$ cat src/rtl/voice_scheduler.sv
// rtl/voice_scheduler.sv - four-voice sample scheduler and saturating mixer over a shared ROM
module voice_scheduler #(
  parameter int SAMPLE_LEN = 4000,
  parameter int ADDR_W     = 14
) (
  input  logic              clk,
  input  logic              reset,
  input  logic              sample_tick,
  input  logic [3:0]        trig,
  input  logic [3:0]        mute,
  output logic [ADDR_W-1:0] mem_addr,
  output logic              mem_rd,
  input  logic [7:0]        mem_data,
  output logic [3:0]        busy,
  output logic [7:0]        mix_out,
  output logic [7:0]        mix_u,
  output logic              mix_valid,
  output logic              overrun
);

  localparam int                POS_W    = (SAMPLE_LEN > 1) ? $clog2(SAMPLE_LEN) : 1;
  localparam logic [POS_W-1:0]  POS_LAST = POS_W'(SAMPLE_LEN - 1);
  localparam logic [ADDR_W-1:0] LEN_A    = ADDR_W'(SAMPLE_LEN);

  typedef enum logic [1:0] {S_IDLE, S_ADDR, S_DATA, S_OUT} state_t;

  state_t           state, state_nx;
  logic [1:0]       vox, vox_nx;
  logic [3:0]       active;
  logic [POS_W-1:0] pos [4];
  logic [7:0]       acc, acc_nx;
  logic [8:0]       sum;
  logic [7:0]       sum_sat;

  // Sign-extended 9-bit sum; overflow of the 8-bit range shows as sum[8] != sum[7].
  always_comb begin
    sum     = {acc[7], acc} + {mem_data[7], mem_data};
    sum_sat = sum[7:0];
    if (sum[8] != sum[7]) sum_sat = sum[8] ? 8'h80 : 8'h7F;
  end

  // Next-state, ROM strobe/address and accumulator update for the frame walk.
  always_comb begin
    state_nx = state;
    vox_nx   = vox;
    acc_nx   = acc;
    mem_rd   = 1'b0;
    mem_addr = '0;
    case (state)
      S_IDLE: begin
        if (sample_tick) begin
          state_nx = S_ADDR;
          vox_nx   = 2'd0;
          acc_nx   = 8'h00;
        end
      end
      S_ADDR: begin
        if (active[vox]) begin
          mem_rd   = 1'b1;
          mem_addr = ADDR_W'(vox) * LEN_A + ADDR_W'(pos[vox]);
        end
        state_nx = S_DATA;
      end
      S_DATA: begin
        if (active[vox] && !mute[vox]) acc_nx = sum_sat;
        if (vox == 2'd3) begin
          state_nx = S_OUT;
        end else begin
          state_nx = S_ADDR;
          vox_nx   = vox + 2'd1;
        end
      end
      S_OUT: begin
        state_nx = S_IDLE;
      end
      default: state_nx = S_IDLE;
    endcase
  end

  // Frame state, accumulator, mix output register and sticky overrun flag.
  always_ff @(posedge clk or posedge reset) begin
    if (reset) begin
      state     <= S_IDLE;
      vox       <= 2'd0;
      acc       <= 8'h00;
      mix_out   <= 8'h00;
      mix_valid <= 1'b0;
      overrun   <= 1'b0;
    end else begin
      state     <= state_nx;
      vox       <= vox_nx;
      acc       <= acc_nx;
      mix_valid <= (state == S_OUT);
      if (state == S_OUT) mix_out <= acc;
      if (sample_tick && state != S_IDLE) overrun <= 1'b1;
    end
  end

  // Per-voice play position; a trigger always wins over advance or end-of-sample.
  always_ff @(posedge clk or posedge reset) begin
    if (reset) begin
      active <= 4'b0000;
      for (int v = 0; v < 4; v++) pos[v] <= '0;
    end else begin
      for (int v = 0; v < 4; v++) begin
        if (trig[v]) begin
          active[v] <= 1'b1;
          pos[v]    <= '0;
        end else if (state == S_DATA && vox == 2'(v) && active[v]) begin
          if (pos[v] == POS_LAST) begin
            active[v] <= 1'b0;
            pos[v]    <= '0;
          end else begin
            pos[v] <= pos[v] + POS_W'(1);
          end
        end
      end
    end
  end

  assign busy  = active;
  assign mix_u = mix_out ^ 8'h80;

endmodule

$ cat config.mk
export PLATFORM = sky130hd
export DESIGN_NAME = voice_scheduler
export DESIGN_NICKNAME = d
export VERILOG_FILES = /design/src/rtl/voice_scheduler.sv
export SDC_FILE = /design/constraint.sdc
export NUM_CORES = 1
export LEC_CHECK = 0
export ABC_AREA = 0
export CAP_MARGIN = 20
export CORE_ASPECT_RATIO = 1.25
export CORE_UTILIZATION = 32
export CTS_CLUSTER_DIAMETER = 50
export DETAILED_ROUTE_END_ITERATION = 12
export DONT_BUFFER_PORTS = 1
export PLACE_DENSITY_LB_ADDON = 0.08
export REMOVE_ABC_BUFFERS = 1
export SETUP_SLACK_MARGIN = 0.5
export SLEW_MARGIN = 10
export SYNTH_ARGS = -nofsm -noshare
export SYNTH_HDL_FRONTEND = slang
export SYNTH_SLANG_ARGS = --single-unit
$ cat constraint.sdc
create_clock -name clk -period 4 [get_ports clk]
set_input_delay 0.2 -clock clk [delete_from_list [all_inputs] [get_ports clk]]
set_output_delay 0.2 -clock clk [all_outputs]
set_load 0.05 [all_outputs]
==> impl_metrics.ini <==
[critical_path]
cp.arrival_ns = 3.15
critPathRequiredTime_ns = 3.80
ff2ff_setup_slack_ns = 1.59
start_kind = flop
critPathLaunch = pos[5]
crit_fanout = 5
reg2regPathDepth = 7
r2r_end = acc[2]
crit_path_end = mem_addr[11]
worstSetupPathType = reg -> out
reg2reg_from = acc[0]
end_kind = output port

[die]
die_w_um = 113
io_pins = 56
start_util_pct = 32.9
design.die.area_um2 = 15900
die_h_um = 141
num_rows = 50
core_area_um2 = 15000

[synthesis]
postSynthCellCount = 507
synthTopCellsByCount = dfrtp_1 (74), nand2_1 (53), o21ai_0 (37)
ys_types = 67
yosysTopAreaCell = dfrtp_1
async_flop_share_pct = 100
synth-edff-count = 0
synthFlopType = dfrtp_1
synth-seq-cells = 74
ys_seq_area_share_pct = 37.5
avgSynthCellArea_um2 = 9.74
synth_top_area_share_pct = 37.5
synth.most_common_cell = dfrtp_1
syn-cell-area_um2 = 4940
ys_top_cells_by_area = dfrtp_1 (38%), ha_1 (6.1%), mux4_2 (4.1%), nand2_1 (4.0%), o21ai_0 (3.8%)
ys_warn_count = 0

[timing]
fmax_mhz = 298
period_share_pct = 83.9
skew_ns = 0.00709
setup-tns-final_ns = 0
fin_crit_ns = 3.35
rsz0062_at_grt = false
maxSlewViolCount = 0
finalHoldViolations = 0
max-slew-margin-rel_pct = 31.0
setup_slack_ns = 0.646
worstMarginPinSlew_ns = 1.02
setup_violations = 0

[global_routing]
grt_pass1_vias = 3904
grt_max_degree = 41
antenna_found_initial = 0
grt_pass1_wl_um = 22400
grt_util_all_layers_pct = 18.7
overflow = 0

[cells_and_area]
stdcell_area_um2 = 5520
finish.utilization_pct = 36.7
num-nets-final = 566
final_layout_size_suffix_gt1_share_pct = 13.3
seq_area_um2 = 1860
fillers = 1550
antenna_cells = 0
multiInputGateArea_um2 = 2900
area_growth_pct = 11.8

[route]
drt-total-wl_um = 13900
first_pass_iters = 5
drt_iter0_markers = 231
wl_per_cell_um = 19.6
via_per_inst = 5.57
vias = 3941
antenna_left = 0
drc = 0

[place]
gp_congestion = 0.800
place_ws_ns = 0.781
hpwlAfterDp_um = 10500
placed_area_um2 = 5160
io_buffer_count = 0

[run_status]
status = finished, final reports clean

[cts]
clkTransAtPathRegs_ns = 0.06
cts_made_buffers = 9
clock_path_buffers = 2
cts_root_buf = clkbuf_16
htree_levels = 3
cts_tree = built
clk_latency_ns = 0.35
cts.sinks = 74

[power]
p_leak_uw = 0.00241
powerDensity_nw_per_um2 = 585
max-vdd-ir-drop_mv = 0.195

[flow_run]
cap_viol_max_count = 0

[hold_path]
hp-class = in -> reg
[routing by layer]
layer,share of wire [%],up-vias,wire [um],GRT usage [%]
li1,-,1909,-,-
met1,43,1923,5970,23.1
met2,52,92,7160,32.2
met3,3.0,17,421,3.27
met4,2.2,0,304,7.62
met5,0,-,0,0
[sequential cells by signal, summed over array words and instances (netlist names)]
signal     cells
mix_valid      1
overrun        1
busy           4
pos           48
vox            2
state          2
acc            8
mix_out        8
[critical path, stage by stage, from the launching register on]
cell     delay [ns]
dfrtp_2        0.44
mux4_2         0.49
ha_1           0.23
fa_1           0.41
a21o_1         0.18
a21o_1         0.21
a21o_1         0.19
a21oi_2        0.15
mux2i_1        0.26
buf_4          0.24
[power breakdown]
group,switching [uW],internal [uW]
Clock,323,431
Combinational,776,499
Sequential,350,848
Total,1450,1780
[metrics by stage]
stage          cells  hold slack (ns)  power [uW]
3_3_place_gp     684            0.236        2460
2_1_floorplan    486            0.266        2130
3_5_place_dp     684            0.230        2470
6_report         708           0.0139        3230
4_1_cts          705          0.00670        3250
5_1_grt          708           0.0276        3450
[cells by family (layout without fill, tap and decap cells)]
group	count (synthesis)	count (layout)	synth area share [%]
AND/OR/NAND/NOR	193	193	20.8
AO/OA/AOI/OAI	128	128	17.8
flip-flops	74	74	37.5
multiplexers	23	23	8.77
XOR/XNOR	25	25	4.44
adder cells (fa/ha/maj)	26	26	6.89
buffers and inverters	38	57	3.83
[placed cells by master (no fill, tap or decap), drive strengths merged, types with 7 or more instances in the layout]
| cell type | synthesis | layout |
|---|---|---|
| a211oi | 11 | 11 |
| a21o | 11 | 11 |
| a21oi | 22 | 22 |
| buf | 15 | 19 |
| clkbuf | 6 | 10 |
| dfrtp | 74 | 74 |
| ha | 24 | 24 |
| inv | 17 | 16 |
| mux2 | 7 | 7 |
| mux4 | 14 | 14 |
| nand2 | 53 | 53 |
| nand3 | 15 | 15 |
| nand4 | 11 | 11 |
| nor2 | 36 | 36 |
| nor2b | 13 | 13 |
| nor3 | 15 | 15 |
| o21ai | 43 | 43 |
| o31ai | 12 | 12 |
| or3 | 7 | 7 |
| xnor2 | 17 | 17 |
| xor2 | 8 | 8 |
[how the worst min path moves through the flow]
stage,start,to,cells past startpoint
6_report,trig[2],busy[2],2
5_1_grt,trig[2],busy[2],2
4_1_cts,trig[2],busy[2],2
3_5_place_dp,reset,mix_out[4],1
3_3_place_gp,reset,mix_out[4],1
2_1_floorplan,trig[2],pos[16],1
[repair_timing]
| item | 4_1_cts | 5_1_grt |
|---|---|---|
| setup endpoints to repair | 2 | 2 |
| hold endpoints to repair | 48 | 0 |
| resized for setup | 1 | 5 |
| hold buffers | 5 | 0 |
| gates cloned | 0 | 0 |
| setup buffers | 0 | 3 |
[final cells by class]
| class | count | area share [%] |
|---|---|---|
| sequential | 74 | 33.7 |
| clock buffer | 10 | 4.33 |
| timing repair buffer | 24 | 3.56 |
| clock inverter | 6 | 0.590 |
| multi-input combinational | 395 | 52.6 |
| inverter | 17 | 1.18 |
| tap | 182 | 4.13 |
No activity file was read; power rests on OpenSTA's default activity.
